**src/rtl/core_pkg.sv**
```systemverilog
`default_nettype none
// +------------------------------------------------------------------------+
// | Module   : core_pkg                                                     |
// | Purpose  : Shared constants and types for the single-cycle MIPS core:   |
// |            opcode/funct codes, status and state enums, end marker and   |
// |            signed-overflow helpers.                                     |
// | Revision : 1.0  initial release                                         |
// +------------------------------------------------------------------------+
package core_pkg;

  localparam logic [5:0] OP_RTYPE = 6'h00;
  localparam logic [5:0] OP_J     = 6'h02;
  localparam logic [5:0] OP_JAL   = 6'h03;
  localparam logic [5:0] OP_BEQ   = 6'h04;
  localparam logic [5:0] OP_BNE   = 6'h05;
  localparam logic [5:0] OP_ADDI  = 6'h08;
  localparam logic [5:0] OP_LW    = 6'h23;
  localparam logic [5:0] OP_SW    = 6'h2B;

  localparam logic [5:0] FN_SLL   = 6'h00;
  localparam logic [5:0] FN_SRL   = 6'h02;
  localparam logic [5:0] FN_JR    = 6'h08;
  localparam logic [5:0] FN_ADD   = 6'h20;
  localparam logic [5:0] FN_SUB   = 6'h22;
  localparam logic [5:0] FN_AND   = 6'h24;
  localparam logic [5:0] FN_OR    = 6'h25;
  localparam logic [5:0] FN_SLT   = 6'h2A;

  localparam logic [31:0] C_END_MARKER = 32'hFFFF_FFFF;

  typedef enum logic [1:0] {
    R_TYPE        = 2'd0,
    I_TYPE        = 2'd1,
    MIPS_OVERFLOW = 2'd2,
    MIPS_END      = 2'd3
  } status_e;

  typedef enum logic [0:0] {
    ST_RUN  = 1'b0,
    ST_HALT = 1'b1
  } state_e;

  // Signed overflow of a + b = r: operands agree in sign, result does not.
  function automatic logic add_ovf(input logic [31:0] a, input logic [31:0] b,
                                   input logic [31:0] r);
    return (a[31] == b[31]) && (r[31] != a[31]);
  endfunction

  // Signed overflow of a - b = r: operands differ in sign, result flips from a.
  function automatic logic sub_ovf(input logic [31:0] a, input logic [31:0] b,
                                   input logic [31:0] r);
    return (a[31] != b[31]) && (r[31] != a[31]);
  endfunction

endpackage
`default_nettype wire

```
**src/rtl/core_if.sv**
```systemverilog
`default_nettype none
// +------------------------------------------------------------------------+
// | Module   : core_if                                                      |
// | Purpose  : Memory/status bus between the core and its environment.      |
// |            Names are from the core's point of view.                     |
// |   o_i_addr/i_i_inst           instruction fetch (combinational)        |
// |   o_d_wen/o_d_addr/o_d_wdata  data-memory store/address                |
// |   i_d_rdata                   load data (combinational)                |
// |   o_status/o_status_valid     per-instruction status                   |
// | Modports : master (core side), slave (memory/environment side)          |
// | Revision : 1.0  initial release                                         |
// +------------------------------------------------------------------------+
interface core_if;
  import core_pkg::*;

  logic [31:0] o_i_addr;
  logic [31:0] i_i_inst;
  logic        o_d_wen;
  logic [31:0] o_d_addr;
  logic [31:0] o_d_wdata;
  logic [31:0] i_d_rdata;
  status_e     o_status;
  logic        o_status_valid;

  modport master (
    output o_i_addr, o_d_wen, o_d_addr, o_d_wdata, o_status, o_status_valid,
    input  i_i_inst, i_d_rdata
  );

  modport slave (
    input  o_i_addr, o_d_wen, o_d_addr, o_d_wdata, o_status, o_status_valid,
    output i_i_inst, i_d_rdata
  );

endinterface
`default_nettype wire

```
**src/rtl/core_regfile.sv**
```systemverilog
`default_nettype none
// +------------------------------------------------------------------------+
// | Module   : core_regfile                                                 |
// | Purpose  : 32 x 32-bit register file, two combinational read ports and  |
// |            one synchronous write port. $0 reads 0, writes to it dropped.|
// |            Synchronous active-high reset clears every register.         |
// | Ports    : i_clk, i_rst, i_raddr_a/o_rdata_a, i_raddr_b/o_rdata_b,      |
// |            i_wen, i_waddr, i_wdata                                      |
// | Revision : 1.0  initial release                                         |
// +------------------------------------------------------------------------+
module core_regfile (
  input  wire logic        i_clk,
  input  wire logic        i_rst,
  input  wire logic [4:0]  i_raddr_a,
  output logic      [31:0] o_rdata_a,
  input  wire logic [4:0]  i_raddr_b,
  output logic      [31:0] o_rdata_b,
  input  wire logic        i_wen,
  input  wire logic [4:0]  i_waddr,
  input  wire logic [31:0] i_wdata
);

  logic [31:0] r_regs [32];

  always_ff @(posedge i_clk) begin
    if (i_rst) begin
      for (int i = 0; i < 32; i++) r_regs[i] <= '0;
    end else if (i_wen && (i_waddr != 5'd0)) begin
      r_regs[i_waddr] <= i_wdata;
    end
  end

  assign o_rdata_a = (i_raddr_a == 5'd0) ? 32'd0 : r_regs[i_raddr_a];
  assign o_rdata_b = (i_raddr_b == 5'd0) ? 32'd0 : r_regs[i_raddr_b];

endmodule
`default_nettype wire

```
**src/rtl/core.sv**
```systemverilog
`default_nettype none
// +------------------------------------------------------------------------+
// | Module   : core                                                         |
// | Purpose  : Single-cycle 32-bit MIPS-subset core. Fetch, decode, execute |
// |            and commit one instruction per clock; RUN/HALT control.      |
// | Ports    : i_clk, i_rst (sync, active-high), bus (core_if.master)       |
// | Config   : CORE_OVERFLOW_TRAP_EN - signed overflow on add/sub/addi      |
// |            drops the write, reports MIPS_OVERFLOW and halts.            |
// | Revision : 1.0  initial release                                         |
// +------------------------------------------------------------------------+
module core
  import core_pkg::*;
(
  input  wire logic i_clk,
  input  wire logic i_rst,
  core_if.master    bus
);

  logic [31:0] r_pc;
  state_e      r_state;

  logic [31:0] w_inst;
  logic [5:0]  w_op, w_funct;
  logic [4:0]  w_rs, w_rt, w_rd, w_shamt;
  logic [31:0] w_sext, w_pc_plus4, w_rs_val, w_rt_val;
  logic [31:0] w_add, w_sub, w_addi;

  logic [31:0] w_next_pc;
  state_e      w_next_state;
  logic        w_rf_wen;
  logic [4:0]  w_rf_waddr;
  logic [31:0] w_rf_wdata;
  logic        w_d_wen;
  logic [31:0] w_d_addr, w_d_wdata;
  status_e     w_status;
`ifdef CORE_OVERFLOW_TRAP_EN
  logic        w_trap;
`endif

  assign w_inst     = bus.i_i_inst;
  assign w_op       = w_inst[31:26];
  assign w_rs       = w_inst[25:21];
  assign w_rt       = w_inst[20:16];
  assign w_rd       = w_inst[15:11];
  assign w_shamt    = w_inst[10:6];
  assign w_funct    = w_inst[5:0];
  assign w_sext     = {{16{w_inst[15]}}, w_inst[15:0]};
  assign w_pc_plus4 = r_pc + 32'd4;
  assign w_add      = w_rs_val + w_rt_val;
  assign w_sub      = w_rs_val - w_rt_val;
  assign w_addi     = w_rs_val + w_sext;

  core_regfile u_regfile (
    .i_clk     (i_clk),
    .i_rst     (i_rst),
    .i_raddr_a (w_rs),
    .o_rdata_a (w_rs_val),
    .i_raddr_b (w_rt),
    .o_rdata_b (w_rt_val),
    .i_wen     (w_rf_wen),
    .i_waddr   (w_rf_waddr),
    .i_wdata   (w_rf_wdata)
  );

  always_ff @(posedge i_clk) begin
    if (i_rst) begin
      r_pc    <= '0;
      r_state <= ST_RUN;
    end else begin
      r_pc    <= w_next_pc;
      r_state <= w_next_state;
    end
  end

  always_comb begin
    w_next_pc    = r_pc;
    w_next_state = r_state;
    w_rf_wen     = 1'b0;
    w_rf_waddr   = w_rd;
    w_rf_wdata   = '0;
    w_d_wen      = 1'b0;
    w_d_addr     = '0;
    w_d_wdata    = '0;
    w_status     = I_TYPE;
`ifdef CORE_OVERFLOW_TRAP_EN
    w_trap       = 1'b0;
`endif

    if (r_state == ST_RUN) begin
      w_next_pc = w_pc_plus4;
      if (w_inst == C_END_MARKER) begin
        w_status     = MIPS_END;
        w_next_pc    = r_pc;
        w_next_state = ST_HALT;
      end else begin
        case (w_op)
          OP_RTYPE: begin
            w_status = R_TYPE;
            case (w_funct)
              FN_ADD: begin
                w_rf_wen   = 1'b1;
                w_rf_wdata = w_add;
`ifdef CORE_OVERFLOW_TRAP_EN
                w_trap     = add_ovf(w_rs_val, w_rt_val, w_add);
`endif
              end
              FN_SUB: begin
                w_rf_wen   = 1'b1;
                w_rf_wdata = w_sub;
`ifdef CORE_OVERFLOW_TRAP_EN
                w_trap     = sub_ovf(w_rs_val, w_rt_val, w_sub);
`endif
              end
              FN_AND: begin w_rf_wen = 1'b1; w_rf_wdata = w_rs_val & w_rt_val; end
              FN_OR:  begin w_rf_wen = 1'b1; w_rf_wdata = w_rs_val | w_rt_val; end
              FN_SLT: begin
                w_rf_wen   = 1'b1;
                w_rf_wdata = {31'd0, $signed(w_rs_val) < $signed(w_rt_val)};
              end
              FN_SLL: begin w_rf_wen = 1'b1; w_rf_wdata = w_rt_val << w_shamt; end
              FN_SRL: begin w_rf_wen = 1'b1; w_rf_wdata = w_rt_val >> w_shamt; end
              FN_JR:  w_next_pc = w_rs_val;
              default: w_status = I_TYPE;  // unknown funct: no-op
            endcase
          end
          OP_ADDI: begin
            w_rf_wen   = 1'b1;
            w_rf_waddr = w_rt;
            w_rf_wdata = w_addi;
`ifdef CORE_OVERFLOW_TRAP_EN
            w_trap     = add_ovf(w_rs_val, w_sext, w_addi);
`endif
          end
          OP_LW: begin
            w_d_addr   = w_addi;
            w_rf_wen   = 1'b1;
            w_rf_waddr = w_rt;
            w_rf_wdata = bus.i_d_rdata;
          end
          OP_SW: begin
            w_d_addr  = w_addi;
            w_d_wen   = 1'b1;
            w_d_wdata = w_rt_val;
          end
          OP_BEQ: if (w_rs_val == w_rt_val) w_next_pc = w_pc_plus4 + {w_sext[29:0], 2'b00};
          OP_BNE: if (w_rs_val != w_rt_val) w_next_pc = w_pc_plus4 + {w_sext[29:0], 2'b00};
          OP_J:   w_next_pc = {w_pc_plus4[31:28], w_inst[25:0], 2'b00};
          OP_JAL: begin
            w_next_pc  = {w_pc_plus4[31:28], w_inst[25:0], 2'b00};
            w_rf_wen   = 1'b1;
            w_rf_waddr = 5'd31;
            w_rf_wdata = w_pc_plus4;
          end
          default: ;  // unknown opcode: no-op, reported as I_TYPE
        endcase
`ifdef CORE_OVERFLOW_TRAP_EN
        if (w_trap) begin
          w_rf_wen     = 1'b0;
          w_status     = MIPS_OVERFLOW;
          w_next_pc    = r_pc;
          w_next_state = ST_HALT;
        end
`endif
      end
    end
  end

  assign bus.o_i_addr       = r_pc;
  assign bus.o_d_wen        = w_d_wen && !i_rst;
  assign bus.o_d_addr       = w_d_addr;
  assign bus.o_d_wdata      = w_d_wdata;
  assign bus.o_status       = w_status;
  assign bus.o_status_valid = (r_state == ST_RUN) && !i_rst;

endmodule
`default_nettype wire

```
**src/flat_wrapper.sv**
```systemverilog
// flat-port wrapper written by rule: the top's interface ports become plain ports
module core_flat import core_pkg::*;
  (i_clk, i_rst, bus_o_i_addr, bus_o_d_wen, bus_o_d_addr, bus_o_d_wdata, bus_o_status, bus_o_status_valid, bus_i_i_inst, bus_i_d_rdata);
  core_if bus_i ();
  input  wire logic i_clk;
  input  wire logic i_rst;
  output wire logic [$bits(bus_i.o_i_addr)-1:0] bus_o_i_addr;
  output wire logic [$bits(bus_i.o_d_wen)-1:0] bus_o_d_wen;
  output wire logic [$bits(bus_i.o_d_addr)-1:0] bus_o_d_addr;
  output wire logic [$bits(bus_i.o_d_wdata)-1:0] bus_o_d_wdata;
  output wire logic [$bits(bus_i.o_status)-1:0] bus_o_status;
  output wire logic [$bits(bus_i.o_status_valid)-1:0] bus_o_status_valid;
  input wire logic [$bits(bus_i.i_i_inst)-1:0] bus_i_i_inst;
  input wire logic [$bits(bus_i.i_d_rdata)-1:0] bus_i_d_rdata;
  assign bus_o_i_addr = bus_i.o_i_addr;
  assign bus_o_d_wen = bus_i.o_d_wen;
  assign bus_o_d_addr = bus_i.o_d_addr;
  assign bus_o_d_wdata = bus_i.o_d_wdata;
  assign bus_o_status = bus_i.o_status;
  assign bus_o_status_valid = bus_i.o_status_valid;
  assign bus_i.i_i_inst = bus_i_i_inst;
  assign bus_i.i_d_rdata = bus_i_d_rdata;
  core u_core (.i_clk(i_clk), .i_rst(i_rst), .bus(bus_i));
endmodule
```
**config.mk**
```make
export PLATFORM = sky130hd
export DESIGN_NAME = core_flat
export DESIGN_NICKNAME = d
export VERILOG_FILES = /design/src/rtl/core_pkg.sv /design/src/rtl/core_if.sv /design/src/rtl/core_regfile.sv /design/src/rtl/core.sv /design/src/flat_wrapper.sv
export SDC_FILE = /design/constraint.sdc
export NUM_CORES = 2
export LEC_CHECK = 0
export BUFFER_PORTS_ARGS = -buffer_cell sky130_fd_sc_hd__buf_4
export CAP_MARGIN = 20
export CORE_MARGIN = 8
export CORE_UTILIZATION = 55
export CTS_BUF_LIST = sky130_fd_sc_hd__clkbuf_2
export CTS_CLUSTER_SIZE = 20
export DETAILED_ROUTE_END_ITERATION = 8
export PLACE_DENSITY = 0.71
export SYNTH_ARGS = -nofsm -noshare
export SYNTH_HDL_FRONTEND = slang
export SYNTH_SLANG_ARGS = --single-unit
```
**constraint.sdc**
```tcl
create_clock -name i_clk -period 24.5 [get_ports i_clk]
set_input_delay 2.45 -clock i_clk [delete_from_list [all_inputs] [get_ports i_clk]]
set_output_delay 2.45 -clock i_clk [all_outputs]
set_load 0.005 [all_outputs]
```
==> run_results.csv <==
group,metric,value,unit
pwr,seq_power_share,45.7,%
yosys,ys_ff_latch,1057,
yosys,syn_area,69600,µm²
flow_run,cap_violations,0,
clock_tree,ctsHoldBuffers,0,
pwr,power_density,60.7,nW/µm²
hold_path,whs_path_depth,2,
clock_tree,clk_path_buf_depth,4,
clock_tree,clk_pin_slew,0.09,ns
yosys,synthTopCellsByArea,"edfxtp_1, mux4_2, nor2_1, mux2i_1, ha_1",
routing,wl_per_cell,41.4,µm
status,status,"finished with violations",
global_route,use_met1,57.8,%
global_route,gr-total-overflow,0,
sta,drv_slew,0,
floorplan,dieArea,138000,µm²
global_route,grt_max_degree,106,
sta,worst_slack,12.04,ns
clock_tree,cts_num_sinks,1057,
clock_tree,clockRootBuffer,"clkbuf_2",
sta,skew,0.350,ns
pwr,power_leakage,0.0271,µW
routing,vias_per_cell,7.57,
sta,hold_violations,0,
worst_setup_path,critPathMaxFanout,73,
pwr,swShare,36.5,%
worst_setup_path,arrival,10.01,ns
pwr,p_int,2880,µW
routing,drt_iter0_drc,11307,
yosys,async_flop_share,0,%
worst_setup_path,regToRegStartpoint,"u_core.u_regfile.r_regs[30][10]",
sta,fin_crit_sh,50.9,%
worst_setup_path,startpoint_type,"primary input",
pwr,p_switching,1660,µW
placed_design,gp_congestion,1.14,
global_route,antenna_found_initial,15,
yosys,synth_largest_area_cell,"edfxtp_1",
pwr,vdd_drop_max,53.7,µV
hold_path,hold_start,"u_core.bus.o_i_addr[18]",
sta,worst_pin_slew,1.35,ns
sta,setup_viol,0,
worst_setup_path,cp-end-kind,"output pin",
clock_tree,numCtsBuffers,292,
yosys,seq_area_frac_synth,45.1,%
clock_tree,cts_resized,0,
worst_setup_path,crit_start,"bus_i_i_inst[21]",
yosys,yosysWarnings,0,
floorplan,ios,166,
placed_design,dp_cells,7642,
yosys,synth_ff_type,"edfxtp_1",
global_route,busiest_layer,"met2",
placed_design,placed_area,72400,µm²
placed_design,place_ws,12.24,ns
placed_design,place_hpwl,231000,µm
layout,drive_above_1_share,23.4,%
worst_setup_path,worstPathRequired,22.05,ns
routing,num_vias,61663,
yosys,synth_cell_type_count,116,
yosys,synth_edf_count,1024,
routing,dr.pass1.iters,9,
placed_design,portBuffers,165,
sta,min_period,12.46,ns
global_route,first_global_vias,58493,
yosys,avgSynthCellArea,11.4,µm²
global_route,grtUsageMet3,19.0,%
global_route,use_met2,67.6,%
worst_setup_path,critPathKind,"primary input to output pin",
pwr,pwr-share-clk,27.1,%
clock_tree,postCtsSetupBuffers,0,
global_route,grt_pass1_wl,456000,µm
hold_path,min_path_type,"register to register",
clock_tree,tritoncts,"done",
floorplan,start_util,55.4,%
layout,final_nets,6465,
status,violations,"design-rule violations",
routing,wl,337000,µm
clock_tree,cts_htree_levels,5,
global_route,track_usage,47.6,%
sta,fmax,80.2,MHz
floorplan,core-area,126000,µm²
floorplan,die_x,372,µm
sta,grt_setup_unrepaired,"no",
routing,route.detailed.drc,2,
pwr,power_frac_comb,27.2,%
yosys,synthCells,6110,
layout,final_cells,8144,
yosys,synth_top_cell_area_share,44.2,%
routing,ant_nets,0,
floorplan,die_h,372,µm
clock_tree,clock_latency,1.89,ns
floorplan,num_rows,130,
sta,fin_tns_setup,0,ns
sta,maxSlewHeadroom,9.68,%
sta,hold_slack,0.532,ns
layout,areaGrowthSynthToFinish,7.52,%
worst_setup_path,worst-r2r-cell-count,17,
layout,fin_area,74800,µm²
[placed cells by master, fill, tap and decap left out, drive strengths merged, types with 91 or more instances in the layout]
cell type  synthesis  routed
inv              128     132
clkbuf           287     401
nor3              91      91
a21oi            258     258
ha               105     105
edfxtp          1024    1024
o21ai            159     159
nor2            1291    1291
nand2            288     288
buf              257     399
xnor2            113     113
a22oi            101     101
mux4             487     487
nand3             93      93
mux2i            346     346
[cell families (layout without fill, tap and decap cells)]
group | count (synthesis) | count (layout) | synth area share (%)
mux | 870 | 870 | 21.5
xor+xnor | 137 | 137 | 1.72
simple gates | 2086 | 2086 | 13.1
other cells | 1 | 51 | 0.00539
compound gates | 1153 | 1153 | 11.5
buf+inv | 683 | 1017 | 4.78
fa+ha+maj | 123 | 123 | 2.21
flops | 1057 | 1057 | 45.1
[flip-flops by register name (all words and copies together), names as in the netlist]
register / flops
u_core.r_state: 1
u_core.u_regfile.r_regs: 1024
u_core.bus.o_i_addr: 32
[through the flow]
stage	total power, µW	utilization [%]
global route	4630	59.6
floorplan	2800	-
global placement	3270	57.6
detailed placement	3270	57.6
CTS	4450	59.5
finish	4540	59.6
[worst max-delay path, cell delays in order]
cell and delay [ns]:
buf_8 0.54, buf_12 0.59, buf_4 0.73, buf_4 0.86, mux4_2 0.61, a22oi_1 0.19, o211ai_1 0.28, nand2_1 0.58
inv_2 0.25, nand4_1 0.17, mux2i_1 0.15, nand3_1 0.17, nor4_1 0.07, nor4_2 0.76, a21boi_1 0.20, nor4_1 0.55
nor3_1 0.10, nor3_1 0.29, buf_4 0.17
[power by group through the flow]
| stage | registers [µW] | clock network [µW] | logic (µW) |
|---|---|---|---|
| after CTS | 2070 | 1220 | 1160 |
| after floorplan | 2100 | 0 | 700 |
| final | 2070 | 1230 | 1230 |
| after detailed placement | 2110 | 0 | 1150 |
| after global placement | 2110 | 0 | 1160 |
| after global routing | 2080 | 1310 | 1240 |
[cell type report]
cell class	count	area, µm²
Antenna cell	19	47.5
Clock buffer	401	2010
Clock inverter	78	364
Fill cell	10314	50700
Inverter	139	524
Multi-Input combinational cell	4401	35400
Sequential cell	1057	31400
Tap cell	1650	2060
Timing Repair Buffer	399	3060
[synthesized netlist by cell type (17+ instances only)]
master    count
mux2i_1     345
o21a_1       23
mux4_2      459
nor3_1       88
a211oi_1     44
buf_4        42
a221oi_1     50
a22oi_1     101
nand4_1      33
o22ai_1      66
o21ai_1      17
mux4_1       27
buf_2       144
nor2_2       35
xnor2_1     113
and3_1       41
or3_1        19
xor2_1       24
mux2_2       35
o221ai_1     20
o211ai_1     37
a22o_1       25
o31ai_1      27
nor4_1       27
dfxtp_1      33
nand2b_1     49
buf_6        35
or2_2        18
a211o_1      20
o21ai_0     141
edfxtp_1   1024
a31oi_1      70
nor2_1     1256
a21oi_1     252
nand3_1      92
nor2b_1      25
buf_1        26
clkbuf_1    284
and2_1       44
nand2_1     288
inv_1       117
ha_1        105
a21o_1       72
[routing by layer]
layer	vias up	wire length (µm)
met2	6369	140000
li1	23839	-
met4	10	33000
met1	29845	110000
met5	-	68
met3	1600	54600
[path summary, 6_finish.rpt]
kind	to	slack (ns)
min	u_core.bus.o_i_addr[18]	0.53
min reg2reg	u_core.bus.o_i_addr[18]	0.53
max	bus_o_d_addr[25]	12.04
max reg2reg	u_core.u_regfile.r_regs[8][31]	16.48
Power figures use the tool's default switching activity.
